===== src/rtl/tdm_demux.sv =====
// Receive side of the 4-channel TDM link. Each word is steered into its channel
// slot. A complete frame is presented with a one-cycle strobe, and frame sync is re-acquired after violations.
//
// state  | meaning
// HUNT   | waiting for a sync-marked word to start a frame
// LOCKED | aligned; slot counter tracks the position within the frame
module tdm_demux #(
    parameter int WIDTH = 4
) (
    input  logic               clk,
    input  logic               rst_n,
    input  logic [WIDTH-1:0]   in_data,
    input  logic               in_valid,
    input  logic               in_sync,
    output logic [4*WIDTH-1:0] out_frame,
    output logic               out_valid,
    output logic [1:0]         select_lines,
    output logic               locked,
    output logic               error_demux
);

    typedef enum logic {
        HUNT   = 1'b0,
        LOCKED = 1'b1
    } state_t;

    state_t                  state_q, state_d;
    logic [1:0]              cnt_q, cnt_d;
    logic [2:0][WIDTH-1:0]   stg_q, stg_d;
    logic [4*WIDTH-1:0]      out_frame_q, out_frame_d;
    logic                    out_valid_q, out_valid_d;
    logic                    error_q, error_d;

    always_ff @(posedge clk or negedge rst_n) begin
        if (!rst_n) begin
            state_q     <= HUNT;
            cnt_q       <= 2'd0;
            stg_q       <= '0;
            out_frame_q <= '0;
            out_valid_q <= 1'b0;
            error_q     <= 1'b0;
        end else begin
            state_q     <= state_d;
            cnt_q       <= cnt_d;
            stg_q       <= stg_d;
            out_frame_q <= out_frame_d;
            out_valid_q <= out_valid_d;
            error_q     <= error_d;
        end
    end

    always_comb begin
        state_d     = state_q;
        cnt_d       = cnt_q;
        stg_d       = stg_q;
        out_frame_d = out_frame_q;
        out_valid_d = 1'b0;
        error_d     = 1'b0;

        if (in_valid) begin
            case (state_q)
                HUNT: begin
                    if (in_sync) begin
                        stg_d[0] = in_data;
                        cnt_d    = 2'd1;
                        state_d  = LOCKED;
                    end
                end
                LOCKED: begin
                    if (in_sync && (cnt_q != 2'd0)) begin
                        // Early sync: the partial frame is abandoned and this word restarts slot 0.
                        error_d  = 1'b1;
                        stg_d[0] = in_data;
                        cnt_d    = 2'd1;
                    end else if (!in_sync && (cnt_q == 2'd0)) begin
                        error_d = 1'b1;
                        cnt_d   = 2'd0;
                        state_d = HUNT;
                    end else begin
                        case (cnt_q)
                            2'd0: begin
                                stg_d[0] = in_data;
                                cnt_d    = 2'd1;
                            end
                            2'd1: begin
                                stg_d[1] = in_data;
                                cnt_d    = 2'd2;
                            end
                            2'd2: begin
                                stg_d[2] = in_data;
                                cnt_d    = 2'd3;
                            end
                            default: begin
                                out_frame_d = {in_data, stg_q[2], stg_q[1], stg_q[0]};
                                out_valid_d = 1'b1;
                                cnt_d       = 2'd0;
                            end
                        endcase
                    end
                end
                default: begin
                    state_d = HUNT;
                    cnt_d   = 2'd0;
                end
            endcase
        end
    end

    assign out_frame    = out_frame_q;
    assign out_valid    = out_valid_q;
    assign select_lines = cnt_q;
    assign locked       = (state_q == LOCKED);
    assign error_demux  = error_q;

endmodule


===== config.mk =====
export PLATFORM = sky130hd
export DESIGN_NAME = tdm_demux
export DESIGN_NICKNAME = d
export VERILOG_FILES = /design/src/rtl/tdm_demux.sv
export SDC_FILE = /design/constraint.sdc
export NUM_CORES = 1
export LEC_CHECK = 0
export CAP_MARGIN = 20
export CORE_MARGIN = 3
export CORE_UTILIZATION = 49
export DETAILED_ROUTE_END_ITERATION = 10
export PLACE_DENSITY = 0.84
export SYNTH_ARGS = -nofsm -noshare
export SYNTH_HDL_FRONTEND = slang
export SYNTH_SLANG_ARGS = --single-unit

===== constraint.sdc =====
create_clock -name clk -period 1.9 [get_ports clk]
set_input_delay 0.285 -clock clk [delete_from_list [all_inputs] [get_ports clk]]
set_output_delay 0.285 -clock clk [all_outputs]
set_load 0.02 [all_outputs]

==> impl_metrics.env, run 1 <==
export IMPL_ir_worst_vdd_v=0.000900
export IMPL_cts_sinks=33
export IMPL_cap_violations=0
export IMPL_worst_path_buf_inv=1
export IMPL_grt_max_degree=34
export IMPL_antenna_found_initial=0
export IMPL_netlist_area_leader_share=0.596
export IMPL_via_count=860
export IMPL_root_buffer="clkbuf_4"
export IMPL_die_area_sq_um=3500
export IMPL_numCtsBuffers=5
export IMPL_fin_crit_sh=0.949
export IMPL_end_kind="flop"
export IMPL_cts_max_path_buffers=2
export IMPL_synthDistinctLibCells=19
export IMPL_crit_fanout=4
export IMPL_p_int_mw=1.82
export IMPL_pwr_share_seq=0.411
export IMPL_syn_inst=90
export IMPL_wl_per_cell_um=15.2
export IMPL_leakage_nw=0.825
export IMPL_max_slew_margin=0.708
export IMPL_critPathSlowestCell="nor4b_4"
export IMPL_ys_warn_count=0
export IMPL_timing_fmax_mhz=555
export IMPL_hpwlAfterDp_mm=1.91
export IMPL_core_sq_um=2590
export IMPL_p_clk_frac=0.130
export IMPL_cts_tree="yes"
export IMPL_final_max_slew_viol_count=0
export IMPL_fin_tns_setup_ps=0
export IMPL_p_sw_frac=0.345
export IMPL_cts_hold_buf=0
export IMPL_clk_latency_ps=320
export IMPL_fin_area_sq_um=1830
export IMPL_syn_nets=104
export IMPL_slowest_delay_ps=390
export IMPL_vias_per_cell=5.24
export IMPL_drt_initial_drc_count=16
export IMPL_diodes=0
export IMPL_ys_ff_latch=33
export IMPL_seq_area_sq_um=826
export IMPL_critPathKind="flop to flop"
export IMPL_fin_nets=147
export IMPL_hold_viol_final=0
export IMPL_required_ps=2110
export IMPL_rows=18
export IMPL_path_delay_family="simple AND/OR/NAND/NOR gates"
export IMPL_grt_first_pass_wirelength_mm=4.20
export IMPL_track_usage=0.163
export IMPL_die_h_um=59.2
export IMPL_comb_power_share=0.458
export IMPL_hp_class="input port to async pin"
export IMPL_io_pins=29
export IMPL_grt_ovfl_total=0
export IMPL_p_switching_uw=958
export IMPL_yosysSeqAreaShare=0.596
export IMPL_rsz0062_at_grt="no"
export IMPL_post_cts_buffers=0
export IMPL_yosysTopAreaCell="dfrtp_1"
export IMPL_die_w_um=59.2
export IMPL_cp_arrival_ps=2010
export IMPL_cts_resized=0
export IMPL_ys_top_cells_by_area="dfrtp_1, mux2_2, ha_1, nor4b_4, inv_1"
export IMPL_setup_viol=0
export IMPL_start_kind="flop"
export IMPL_holdWs_ps=345
export IMPL_multi_input_comb_area_sq_um=538
export IMPL_drive_gt1_frac=0.358
export IMPL_clock_skew_ps=4.67
export IMPL_crit_chain="inv_1 > ha_1 > nor2b_1 > nor4b_4 > mux2_2"
export IMPL_worst_pin_slew_ps=436
export IMPL_gp_congestion=0.797
export IMPL_netlist_area_sq_um=1390
export IMPL_io_buffer_count=28
export IMPL_syn_area_per_cell_sq_um=15.4
export IMPL_start_util=0.535
export IMPL_routed_wl_mm=2.49
export IMPL_fin_crit_ps=1800
export IMPL_grt_pass1_vias=895
export IMPL_layout_commonest_cell="dfrtp_1"
export IMPL_status="finished, final reports clean"
export IMPL_nFillCells=183
export IMPL_cts_max_level=2
export IMPL_dr_pass1_iters=4
export IMPL_final_cell_mix="dfrtp_1, mux2_2, clkdlybuf4s50_1"
export IMPL_areaGrowthSynthToFinish_pct=31.9
export IMPL_drc_errors=0
export IMPL_dpl_cell_area_sq_um=1780
export IMPL_power_density_nw_per_um2=1520
export IMPL_clk_pin_slew_ps=90
export IMPL_ant_nets=0
==> final timing paths <==
kind	slack (ps)	from	depth (start not counted)	to
max	100	select_lines[0]	5	stg_q[10]
min	350	rst_n	2	error_demux
max reg2reg	100	select_lines[0]	5	stg_q[10]
min reg2reg	510	stg_q[0]	1	out_frame[0]
max in group asynchronous	1270	rst_n	2	locked
min in group clk	510	stg_q[0]	1	out_frame[0]
==> per-stage QoR <==
step           total power [mW]  utilization  instances  worst slack (ps)
2_1_floorplan              1.83            -         90              13.0
3_3_place_gp               2.38        0.686        156              58.0
3_5_place_dp               2.44        0.686        156              53.8
4_1_cts                    2.81        0.706        164              95.9
5_1_grt                    2.95        0.706        164              1.54
6_report                   2.78        0.706        164              97.7
==> synthesized netlist by cell type <==
library cell  instances
nand2_1               3
nor4b_4               2
o21a_1                1
inv_1                 3
mux2i_1               1
o32ai_1               1
nand3_1               1
a22o_1                1
nor2b_1               1
and2_1                1
nand2b_1              1
nor2b_2               1
mux2_2               28
ha_1                  6
buf_4                 1
nor2_1                3
inv_2                 1
dfrtp_1              33
o32a_1                1
==> per-layer routing <==
layer	track usage	vias up	part of all wire
li1	-	406	-
met1	0.219	428	0.46
met2	0.251	22	0.48
met3	0.0414	4	0.045
met4	0.0680	0	0.0097
met5	0	-	0
==> cells by family after synthesis <==
| kind of cell | after synthesis | share of synthesized area |
|---|---|---|
| compound gates | 4 | 0.0253 |
| fa+ha+maj | 6 | 0.0542 |
| buf+inv | 5 | 0.0162 |
| flops | 33 | 0.596 |
| mux | 29 | 0.235 |
| simple gates | 13 | 0.0740 |
==> power by group through the flow <==
stage	registers [mW]	logic, mW	clock network [mW]
after detailed placement	1.16	1.28	0
after global routing	1.19	1.36	0.403
after floorplan	1.36	0.470	0
after global placement	1.13	1.25	0
final	1.14	1.27	0.362
after CTS	1.15	1.29	0.370
==> cell type report <==
cell class                 instances  share of cell area
sequential                        33               0.452
multi-input combinational         52               0.294
timing repair buffer              37               0.197
clock buffer                       6              0.0226
tap                               30              0.0205
inverter                           4             0.00821
clock inverter                     2             0.00548
==> sequential cells by signal, indices dropped and copies added (netlist names) <==
name and cells:
out_frame 16, stg_q 12, select_lines 2, error_demux 1, locked 1, out_valid 1
==> worst reg2reg max path: cells and delay by family, from the launching register on <==
family / cells / cell delay, ps
flip-flops: 1 / 360
adder cells (fa/ha/maj): 1 / 250
AND/OR/NAND/NOR: 2 / 600
multiplexers: 1 / 390
buffers and inverters: 1 / 80
(Power assumes the default switching activity.)
==> run 2: changes to the inputs <==
- CORE_UTILIZATION: 49 -> 40
- PLACE_DENSITY: 0.84 -> 0.72
- SETUP_SLACK_MARGIN: unset -> 0.3
==> run 2 against run 1 <==
  * Clock power barely moved
  * First-iteration DRC count rose by 56%
  * Fmax rose by 13%
  * Flip-flop and latch count did not move
  * Die area rose by 20%
  * Global-route usage fell by 1.5 points
  * Non-clock buffer count rose by 5
  * Sequential power barely moved
  * Sequential share of layout area fell by 3.6 points
  * Via count rose by 0.81%
==> impl_metrics.env, run 2 (synthesis results as in run 1) <==
export IMPL_ir_worst_vdd_v=0.000566
export IMPL_start_kind="flop"
export IMPL_power_density_nw_per_um2=1440
export IMPL_final_cell_mix="dfrtp_1, mux2_2, dlymetal6s2s_1"
export IMPL_fin_nets=152
export IMPL_crit_fanout=4
export IMPL_fin_tns_setup_ps=0
export IMPL_numCtsBuffers=5
export IMPL_io_pins=29
export IMPL_final_max_slew_viol_count=0
export IMPL_routed_wl_mm=2.69
export IMPL_grt_first_pass_wirelength_mm=4.57
export IMPL_setup_viol=0
export IMPL_hp_class="input port to async pin"
export IMPL_layout_commonest_cell="dfrtp_1"
export IMPL_diodes=0
export IMPL_worst_pin_slew_ps=408
export IMPL_fin_crit_sh=0.839
export IMPL_final_util=0.628
export IMPL_antenna_found_initial=0
export IMPL_use_met3=0.0416
export IMPL_areaGrowthSynthToFinish_pct=43.9
export IMPL_cts_max_level=2
export IMPL_max_slew_margin=0.728
export IMPL_drc_errors=0
export IMPL_total_power_mw=2.88
export IMPL_ant_nets=0
export IMPL_start_util=0.436
export IMPL_grt_busiest_layer="met2"
export IMPL_cts_tree="yes"
export IMPL_required_ps=2110
export IMPL_hpwlAfterDp_mm=1.90
export IMPL_core_sq_um=3180
export IMPL_gp_congestion=0.813
export IMPL_die_w_um=64.9
export IMPL_grt_util_met1=0.183
export IMPL_wl_per_cell_um=14.7
export IMPL_die_h_um=64.9
export IMPL_end_kind="flop"
export IMPL_clk_pin_slew_ps=100
export IMPL_grt_pass1_vias=923
export IMPL_status="finished, final reports clean"
export IMPL_stdcell_count=183
export IMPL_io_buffer_count=28
export IMPL_drt_initial_drc_count=25
export IMPL_grt_max_degree=34
export IMPL_fin_crit_ps=1590
export IMPL_timing_fmax_mhz=627
export IMPL_met2_usage=0.226
export IMPL_hold_viol_final=0
export IMPL_drive_gt1_frac=0.439
export IMPL_rows=20
export IMPL_rsz0062_at_grt="yes"
export IMPL_critPathKind="flop to flop"
export IMPL_clock_skew_ps=11.8
export IMPL_clk_latency_ps=330
export IMPL_root_buffer="clkbuf_4"
export IMPL_cts_sinks=33
export IMPL_dr_pass1_iters=4
export IMPL_track_usage=0.148
export IMPL_grt_ovfl_total=0
export IMPL_die_area_sq_um=4210
export IMPL_cp_arrival_ps=1810
export IMPL_largest_register_ffs=16
export IMPL_placed_cells=170
export IMPL_cts_max_path_buffers=2
export IMPL_vias_per_cell=4.74
export IMPL_leakage_nw=1.05
export IMPL_cap_violations=0
export IMPL_via_count=867
-- run 2: cell types whose count changed in the layout (fill, tap and decap cells not counted), moves of 3 or more --
| cell | before | now |
|---|---|---|
| buf_6 | 0 | 3 |
| mux2_4 | 0 | 8 |
| mux2_2 | 28 | 20 |
| dlygate4sd2_1 | 0 | 8 |
| clkdlybuf4s50_1 | 28 | 8 |
| dlymetal6s2s_1 | 0 | 12 |
-- run 2: metal layers --
metal	wire, um	vias up	share of wire
met5	0	-	0
met4	53	0	0.020
met3	129	5	0.048
met2	1320	27	0.49
met1	1190	421	0.44
li1	-	414	-
-- run 2: power by group --
group / switching (mW) / total (mW) / internal (mW)
Clock: 0.224 / 0.364 / 0.141
Combinational: 0.615 / 1.36 / 0.748
Sequential: 0.161 / 1.15 / 0.988
-- run 2: cell type report --
cell class | count | area [sq um]
repair buffers | 42 | 429
fillers | 246 | 1180
clock inverters | 2 | 10.0
well taps | 44 | 55.1
inverters | 4 | 20.0
clock buffers | 6 | 41.3
multi-input cells | 52 | 611
flip-flops and latches | 33 | 828
-- run 2: worst max-delay path: stages (launching register included) --
cell,delay (ps)
dfrtp_2,460
inv_4,100
ha_4,140
nor2b_4,50
nor4b_4,280
buf_6,160
mux2_4,300
-- run 2: through the flow --
stage	setup WS (ps)	hold WS [ps]	instance area [sq um]
finish	306	352	1990
global route	248	353	1990
CTS	278	351	1950
detailed placement	-22.9	490	1860
global placement	25.9	483	1860
floorplan	257	-10.6	1460
-- run 2: worst paths after layout --
kind | to | depth (start not counted) | slack, ps | startpoint
setup / recovery | stg_q[7] | 6 | 310 | select_lines[0]
hold / removal | stg_q[2] | 2 | 350 | rst_n
setup reg to reg | stg_q[7] | 6 | 310 | select_lines[0]
hold reg to reg | out_frame[14] | 1 | 500 | out_frame[14]
max in group asynchronous | select_lines[1] | 2 | 1230 | rst_n
min in group clk | out_frame[14] | 1 | 500 | out_frame[14]
-- run 2: what timing repair did --
item	4_1_cts	5_1_grt
buffers inserted	5	0
gates resized for setup	11	15
hold buffers	0	0
endpoints found under the setup margin	16	30
pin swaps	2	1
